===== config.mk =====
export PLATFORM = sky130hd
export DESIGN_NAME = pulse_sync_rx_mc_flat
export DESIGN_NICKNAME = d
export VERILOG_FILES = /design/src/rtl/pulse_sync_pkg.sv /design/src/rtl/pulse_sync_rx_mc_if.sv /design/src/rtl/pulse_sync_chain.sv /design/src/rtl/pulse_sync_rx_mc.sv /design/src/flat_wrapper.sv
export SDC_FILE = /design/constraint.sdc
export NUM_CORES = 1
export LEC_CHECK = 0
export CAP_MARGIN = 25
export CELL_PAD_IN_SITES_DETAIL_PLACEMENT = 1
export CELL_PAD_IN_SITES_GLOBAL_PLACEMENT = 1
export CORE_UTILIZATION = 36
export DETAILED_ROUTE_END_ITERATION = 8
export PLACE_DENSITY_LB_ADDON = 0.1
export RECOVER_POWER = 50
export SYNTH_ARGS = -nofsm -noshare
export SYNTH_HDL_FRONTEND = slang
export SYNTH_SLANG_ARGS = --single-unit

===== constraint.sdc =====
create_clock -name clk_i -period 3.02 [get_ports clk_i]
set_input_delay 0.604 -clock clk_i [delete_from_list [all_inputs] [get_ports clk_i]]
set_output_delay 0.604 -clock clk_i [all_outputs]
set_load 0.01 [all_outputs]

===== src/rtl/pulse_sync_pkg.sv =====
// Shared constants and the round-robin pick helper for the pulse_sync_rx_mc receiver.
package pulse_sync_pkg;

  localparam int SYNC_STAGES_MIN = 2;
  localparam int NCH_DEF         = 4;
  localparam int SYNC_STAGES_DEF = 2;
  localparam int CNT_W_DEF       = 4;
  localparam int NCH_MAX         = 32;

  // First set bit of mask at or above ptr, wrapping modulo nch; 0 if mask is empty.
  function automatic int unsigned rr_pick(input logic [NCH_MAX-1:0] mask,
                                          input int unsigned        ptr,
                                          input int unsigned        nch);
    int unsigned idx;
    logic        found;
    rr_pick = 0;
    found   = 1'b0;
    for (int unsigned i = 0; i < NCH_MAX; i++) begin
      if (i < nch && !found) begin
        idx = (ptr + i) % nch;
        if (mask[idx[4:0]]) begin
          rr_pick = idx;
          found   = 1'b1;
        end
      end
    end
  endfunction

endpackage


===== src/rtl/pulse_sync_rx_mc_if.sv =====
// Event handshake bus between the pulse receiver (master) and its consumer (slave).
interface pulse_sync_rx_mc_if #(
  parameter int NCH = 4
);
  localparam int CHW = (NCH > 1) ? $clog2(NCH) : 1;

  logic           evt_valid_o;
  logic           evt_ready_i;
  logic [CHW-1:0] evt_ch_o;

  modport master (output evt_valid_o, output evt_ch_o, input  evt_ready_i);
  modport slave  (input  evt_valid_o, input  evt_ch_o, output evt_ready_i);
endinterface


===== src/rtl/pulse_sync_chain.sv =====
// Single-bit multi-flop synchroniser with synchronous active-high reset.
module pulse_sync_chain #(
  parameter int STAGES = 2
) (
  input  logic clk_i,
  input  logic rst_i,
  input  logic d_i,
  output logic q_o
);

  logic [STAGES-1:0] sync_q, sync_d;

  always_comb sync_d = {sync_q[STAGES-2:0], d_i};

  // NOTE: flops use non-blocking assignment so every stage samples the pre-edge value of its neighbour.
  always_ff @(posedge clk_i) begin
    if (rst_i) sync_q <= '0;
    else       sync_q <= sync_d;
  end

  assign q_o = sync_q[STAGES-1];

endmodule


===== src/rtl/pulse_sync_rx_mc.sv =====
// Multi-channel toggle-pulse receiver: sync, edge detect, saturating pending counters, RR drain.
// Optional sticky overflow flags are built when PULSE_RX_OVF_EN is defined.
module pulse_sync_rx_mc
  import pulse_sync_pkg::*;
#(
  parameter int NCH         = NCH_DEF,
  parameter int SYNC_STAGES = SYNC_STAGES_DEF,
  parameter int CNT_W       = CNT_W_DEF
) (
  input  logic               clk_i,
  input  logic               rst_i,
  input  logic [NCH-1:0]     tgl_i,
  pulse_sync_rx_mc_if.master evt
`ifdef PULSE_RX_OVF_EN
  ,
  output logic [NCH-1:0]     ovf_o,
  input  logic [NCH-1:0]     ovf_clr_i
`endif
);

  localparam int CHW = (NCH > 1) ? $clog2(NCH) : 1;
  localparam logic [CNT_W-1:0] CNT_MAX = '1;

  typedef logic [CNT_W-1:0] cnt_t;

  logic [NCH-1:0]     sync_s, dly_q, dly_d, edge_det, dec;
  cnt_t               pend_q [NCH];
  cnt_t               pend_d [NCH];
  logic               valid_q, valid_d;
  logic [CHW-1:0]     ch_q, ch_d, rr_q, rr_d, winner;
  logic [NCH_MAX-1:0] pend_mask;
  logic               load, any_pend;
`ifdef PULSE_RX_OVF_EN
  logic [NCH-1:0]     ovf_q, ovf_d;
`endif

  for (genvar c = 0; c < NCH; c++) begin : g_sync
    pulse_sync_chain #(.STAGES(SYNC_STAGES)) u_sync (
      .clk_i (clk_i),
      .rst_i (rst_i),
      .d_i   (tgl_i[c]),
      .q_o   (sync_s[c])
    );
  end

  // NOTE: every always_comb output gets a default first so no path can infer a latch.
  always_comb begin
    dly_d     = sync_s;
    edge_det  = sync_s ^ dly_q;
    pend_mask = '0;
    for (int c = 0; c < NCH; c++) pend_mask[c] = (pend_q[c] != '0);
    any_pend  = |pend_mask;
    winner    = CHW'(rr_pick(pend_mask, 32'(rr_q), NCH));
    load      = !valid_q || evt.evt_ready_i;

    valid_d = valid_q;
    ch_d    = ch_q;
    rr_d    = rr_q;
    dec     = '0;
    if (load) begin
      if (any_pend) begin
        valid_d     = 1'b1;
        ch_d        = winner;
        rr_d        = (winner == CHW'(NCH - 1)) ? '0 : winner + 1'b1;
        dec[winner] = 1'b1;
      end else begin
        valid_d = 1'b0;
      end
    end

    // Increment and decrement together cancel, even at saturation.
    for (int c = 0; c < NCH; c++) begin
      pend_d[c] = pend_q[c];
      if (edge_det[c] && dec[c])              pend_d[c] = pend_q[c];
      else if (edge_det[c] && pend_q[c] != CNT_MAX) pend_d[c] = pend_q[c] + 1'b1;
      else if (dec[c])                        pend_d[c] = pend_q[c] - 1'b1;
    end

`ifdef PULSE_RX_OVF_EN
    for (int c = 0; c < NCH; c++) begin
      ovf_d[c] = (edge_det[c] && pend_q[c] == CNT_MAX && !dec[c]) ||
                 (ovf_q[c] && !ovf_clr_i[c]);
    end
`endif
  end

  // NOTE: the pending counters are ordinary flops, so they are cleared by reset like the rest of the state.
  always_ff @(posedge clk_i) begin
    if (rst_i) begin
      dly_q   <= '0;
      valid_q <= 1'b0;
      ch_q    <= '0;
      rr_q    <= '0;
      for (int c = 0; c < NCH; c++) pend_q[c] <= '0;
`ifdef PULSE_RX_OVF_EN
      ovf_q   <= '0;
`endif
    end else begin
      dly_q   <= dly_d;
      valid_q <= valid_d;
      ch_q    <= ch_d;
      rr_q    <= rr_d;
      for (int c = 0; c < NCH; c++) pend_q[c] <= pend_d[c];
`ifdef PULSE_RX_OVF_EN
      ovf_q   <= ovf_d;
`endif
    end
  end

  assign evt.evt_valid_o = valid_q;
  assign evt.evt_ch_o    = ch_q;
`ifdef PULSE_RX_OVF_EN
  assign ovf_o = ovf_q;
`endif

endmodule

===== src/flat_wrapper.sv =====
// flat-port wrapper written by rule: the top's interface ports become plain ports
module pulse_sync_rx_mc_flat import pulse_sync_pkg::*;
#(
  parameter int NCH         = NCH_DEF,
  parameter int SYNC_STAGES = SYNC_STAGES_DEF,
  parameter int CNT_W       = CNT_W_DEF
)
  (clk_i, rst_i, tgl_i, evt_evt_valid_o, evt_evt_ch_o, evt_evt_ready_i);
  pulse_sync_rx_mc_if #(.NCH(NCH)) evt_i ();
  input  logic clk_i;
  input  logic rst_i;
  input  logic [NCH-1:0] tgl_i;
  output wire logic [$bits(evt_i.evt_valid_o)-1:0] evt_evt_valid_o;
  output wire logic [$bits(evt_i.evt_ch_o)-1:0] evt_evt_ch_o;
  input wire logic [$bits(evt_i.evt_ready_i)-1:0] evt_evt_ready_i;
  assign evt_evt_valid_o = evt_i.evt_valid_o;
  assign evt_evt_ch_o = evt_i.evt_ch_o;
  assign evt_i.evt_ready_i = evt_evt_ready_i;
  pulse_sync_rx_mc #(.NCH(NCH), .SYNC_STAGES(SYNC_STAGES), .CNT_W(CNT_W)) u_core (.clk_i(clk_i), .rst_i(rst_i), .tgl_i(tgl_i), .evt(evt_i));
endmodule

Word-level counts from Yosys, hierarchy flattened
Memory sizes are Yosys's and may differ from the RTL's.
Cells that the tools add are included.
W data, S select, Z words.
- output and inout bits: 3
- RAM bits: 16
- memories kept: 1
- logic and storage cells: 99
- input port bits: 7
- flip-flop bits (word level): 17
- memories (memory ; words ; width ; rd ports ; clocked after memory_dff ; wr ports ; RTL line ; RTL):
    u_core.pend_q ; 4 ; 4 ; 4 ; 0 ; 4 ; pulse_sync_rx_mc.sv:27 ; cnt_t pend_q [NCH];
- add/sub/neg operators: 12
- bitwise gates (word level): 5
- mux-type cells: 45
- equal/unequal tests: 5
- reductions and logical operators: 17
- magnitude comparators: 6
- operator list (operator ; number):
    $mux W4 ; 18
    $lt A2 B6 Y1 const B ; 4
    $add A4 B1 Y4 const B ; 4
    $mux W2 ; 8
    $ne A4 B4 Y1 const B ; 4
    $reduce_bool A4 Y1 ; 4
    $sub A4 B1 Y4 const B ; 4
    $mux W1 ; 14
    $logic_and A1 B1 Y1 ; 9
    $bmux W1 S2 ; 4
    $add A2 B1 Y2 const B ; 2
    $add A2 B2 Y2 const B ; 2
    $or A1 B1 Y1 ; 4
    $reduce_or A4 Y1 ; 1
    $xor A4 B4 Y4 ; 1
    $lt A2 B3 Y1 const B ; 1
    $demux W1 S2 ; 1
    $eq A2 B2 Y1 const B ; 1
    $ge A2 B1 Y1 const B ; 1
    $reduce_and A2 Y1 ; 1
    $logic_not A1 Y1 ; 1
    $logic_or A1 B1 Y1 ; 1

Depth between registers and ports, before layout
An unclocked memory read counts as a cell.
- word-level depth: 21
- mapped depth: 10
- depth with buffers taken out: 9

By module
From an unflattened synthesis, not the netlist that was laid out.
- cells, all modules: 186
- area, all modules: 1861.8 um2
- by module, submodules not included (module ; cells an instance ; seq. area each (um2) ; times used ; area each (um2)):
    pulse_sync_rx_mc ; 170 ; 500.5 ; 1 ; 1651.6
    pulse_sync_chain ; 4 ; 40.0 ; 4 ; 52.6

Worst setup path before layout
Ideal clock, no wire load.
- kind: register to register
- start: memory u_core.pend_q[3][0] in the netlist's numbering
- end: memory u_core.pend_q[1][0] in the netlist's numbering
- stages on the path, launching flop included: 10
- path slack: 0.673 ns
- arrival: 2.269 ns
- required time: 2.942 ns
- clock period less this slack: 2.347 ns
- setup time: 0.078 ns
- path buffers: 1
- path through: dfxtp_1 or4_1 buf_2 o32a_1 inv_1 ha_1 inv_1 nor3_1 nor3_1 nor3_1
- RTL lines (item ; RTL line):
    from (decl) ; pulse_sync_rx_mc.sv:27

==> run_results.csv <==
group,metric,value,unit
status,outcome,"finished clean",
timing,max_slew_margin,0.3627,
final_layout,drive_gt1_frac,0.07860,
floorplan,start_util,0.3783,
power_and_ir_drop,p_leak,0.8399,nW
cts,clk_pin_slew,70,ps
setup_path,crit_cells,6,
placement,port_buffers,9,
global_route,grt_max_degree,27,
global_route,grt_usage,0.1780,
drt,drc,0,
final_layout,regArea,660.6,um2
setup_path,crit_arrival,2910,ps
global_route,grt_pass1_vias,1655,
timing,holdWs,443.6,ps
yosys,ys_seq_area_frac,0.3398,
yosys,synthesis.nets,238,
yosys,syn_area,1944,um2
final_layout,multi_input_area,1196,um2
setup_path,crit_path_end,"u_core.pend_q[0][2]",
final_layout,design_area,2173,um2
timing,fin_crit_sh,0.9173,
yosys,synth_area_leaders,"dfxtp_1, ha_1, nor3_1",
setup_path,crit_required,3160,ps
timing,rsz0062_at_grt,"no",
timing,fmax,361.0,MHz
yosys,synth_cells,215,
drt,first_pass_iters,4,
run,maxCapViolations,0,
setup_path,cp_slowest_cell,"o41ai_1",
final_layout,utilization,0.4228,
floorplan,pin_count,10,
placement,post-place-cells,291,
setup_path,critPathTopFamily,"simple AND/OR/NAND/NOR gates",
setup_path,path_max_fanout,6,
cts,clockBufferDepth,2,
floorplan,dieArea,5699,um2
setup_path,worstPathCellList,"or4_1, o41ai_1, buf_4, nor3_1, nor3_1, nor3_1",
placement,placed_area,2112,um2
drt,vias_per_cell,5.458,
setup_path,startpoint,"u_core.pend_q[3][0]",
cts,htree_levels,2,
setup_path,slowest_delay,910,ps
drt,wl,4431,um
yosys,synthFlopType,"dfxtp_1",
power_and_ir_drop,total_power,2.440,mW
cts,insertion_delay,280,ps
setup_path,ff2ff_setup_slack,250,ps
cts,clockRootBuffer,"clkbuf_8",
final_layout,final_common_cell,"dfxtp_1",
global_route,grt_pass1_wl,7652,um
final_layout,fill_cells,621,
yosys,ys_types,41,
timing,fin_tns_setup,0,ps
setup_path,reg2reg_from,"u_core.pend_q[3][0]",
timing,slew_violations,0,
yosys,ys_ff_latch,33,
setup_path,path_buf_inv,1,
timing,timing.final.ws_setup,249.8,ps
placement,hpwl,3450,um
final_layout,stdcell_count,299,
drt,postRouteAntennaNets,0,
floorplan,die_h,75.49,um
power_and_ir_drop,ir_drop,0.3142,mV
timing,worst_pin_slew,943.5,ps
floorplan,die_w,75.49,um
global_route,antenna_found_initial,0,
yosys,synth_top_area_share,0.3398,
yosys,synth_edf_count,0,
global_route,overflow,0,
drt,drtIter0Drc,72,
min_path,hold_path.class,"register to register",
floorplan,rows,26,
cts,cts_made_buffers,5,
timing,worst_clock_skew,6.635,ps
power_and_ir_drop,power_density,1123,nW/um2
yosys,synthArstFlopShare,0,
setup_path,path_class,"register to register",
setup_path,rr_endpoint,"u_core.pend_q[0][2]",
placement,gp_congestion,0.7802,
cts,cts_tree,"yes",
drt,vias,1632,
cts,cts_sinks,33,
final_layout,area_growth,11.78,%
yosys,ys_warn_count,0,
setup_path,cp_common_cell,"nor3_1",
setup_path,r2r_cells,6,
drt,routedWlPerCell,14.82,um
final_layout,nets,251,
yosys,yosysTopAreaCell,"dfxtp_1",
floorplan,core,5140,um2
timing,final.min_clock_period,2770,ps
setup_path,cp-start-kind,"register",
placement,post-place-ws,267.5,ps
final_layout,final_cell_mix,"dfxtp_1, nor3_1, a21oi_1",
final_layout,diodes,0,
timing,hold_viol,0,
yosys,syn_avg_cell_area,9.044,um2
setup_path,setup.worst_path.end_class,"register",
timing,finalSetupViolCount,0,
[flip-flops by register name (all words and copies together) (netlist names)]
name and cells:
u_core.pend_q 16, u_core.g_sync.u_sync.sync_q 8, u_core.dly_q 4, u_core.evt.evt_ch_o 2, u_core.rr_q 2, u_core.evt.evt_valid_o 1
[logic make-up after synthesis]
logic type | count (synthesis) | share of synthesized area
AND/OR/NAND/NOR | 86 | 0.2497
AO/OA/AOI/OAI | 54 | 0.2046
flip-flops | 33 | 0.3398
adder cells (fa/ha/maj) | 16 | 0.1184
buffers and inverters | 15 | 0.03797
XOR/XNOR | 11 | 0.04955
[routing by layer]
metal | wire, um | vias to the layer above | global-route usage
li1 | - | 819 | -
met1 | 2137 | 792 | 0.2216
met2 | 2143 | 16 | 0.3065
met3 | 97 | 5 | 0.03571
met4 | 53 | 0 | 0.06173
met5 | 0 | - | 0
[cells in the mapped netlist (2+ instances only)]
library cell / count
nor2_1: 6
nor2b_1: 15
o21a_1: 3
fa_1: 4
o21ai_1: 4
a21boi_1: 4
xor2_1: 7
ha_1: 12
nor4_1: 5
buf_6: 2
a211oi_1: 2
and2_1: 3
o22ai_1: 3
dfxtp_1: 33
buf_2: 2
nand3_1: 11
a21oi_1: 17
nor3_1: 19
a21oi_2: 4
o221ai_1: 2
xnor2_1: 4
a21o_1: 8
inv_1: 7
nand4b_1: 3
nand4_1: 7
nand2_1: 9
clkbuf_1: 3
or4_1: 3
[where the power goes]
part           switching (mW)  total [mW]  internal (mW)
clock                   0.166       0.325          0.159
sequential              0.144       0.697          0.553
combinational           0.842        1.42          0.576
[worst min path at each step]
stage / startpoint / cells after the start / end / slack [ps]
finish: u_core.g_sync[0].u_sync.sync_q[0] / 1 / u_core.g_sync[0].u_sync.sync_q[1] / 440
global route: u_core.g_sync[2].u_sync.sync_q[0] / 1 / u_core.g_sync[2].u_sync.sync_q[1] / 470
CTS: u_core.g_sync[2].u_sync.sync_q[0] / 1 / u_core.g_sync[2].u_sync.sync_q[1] / 450
detailed placement: u_core.g_sync[1].u_sync.sync_q[0] / 1 / u_core.g_sync[1].u_sync.sync_q[1] / 430
global placement: u_core.g_sync[0].u_sync.sync_q[0] / 1 / u_core.g_sync[0].u_sync.sync_q[1] / 420
floorplan: u_core.g_sync[0].u_sync.sync_q[0] / 1 / u_core.g_sync[0].u_sync.sync_q[1] / 410
[final cells by class]
class / count / area share
multi-input cells: 167 / 0.5504
flip-flops and latches: 33 / 0.3040
repair buffers: 14 / 0.05354
well taps: 70 / 0.04030
clock buffers: 5 / 0.03166
inverters: 7 / 0.01209
clock inverters: 3 / 0.008060
[timing repair]
item / CTS / global route
hold buffers: 0 / 0
hold endpoints to repair: 0 / 0
resized for setup: 0 / 1
buffers inserted: 0 / 0
setup endpoints to repair: 0 / 2
(Power assumes the default switching activity.)
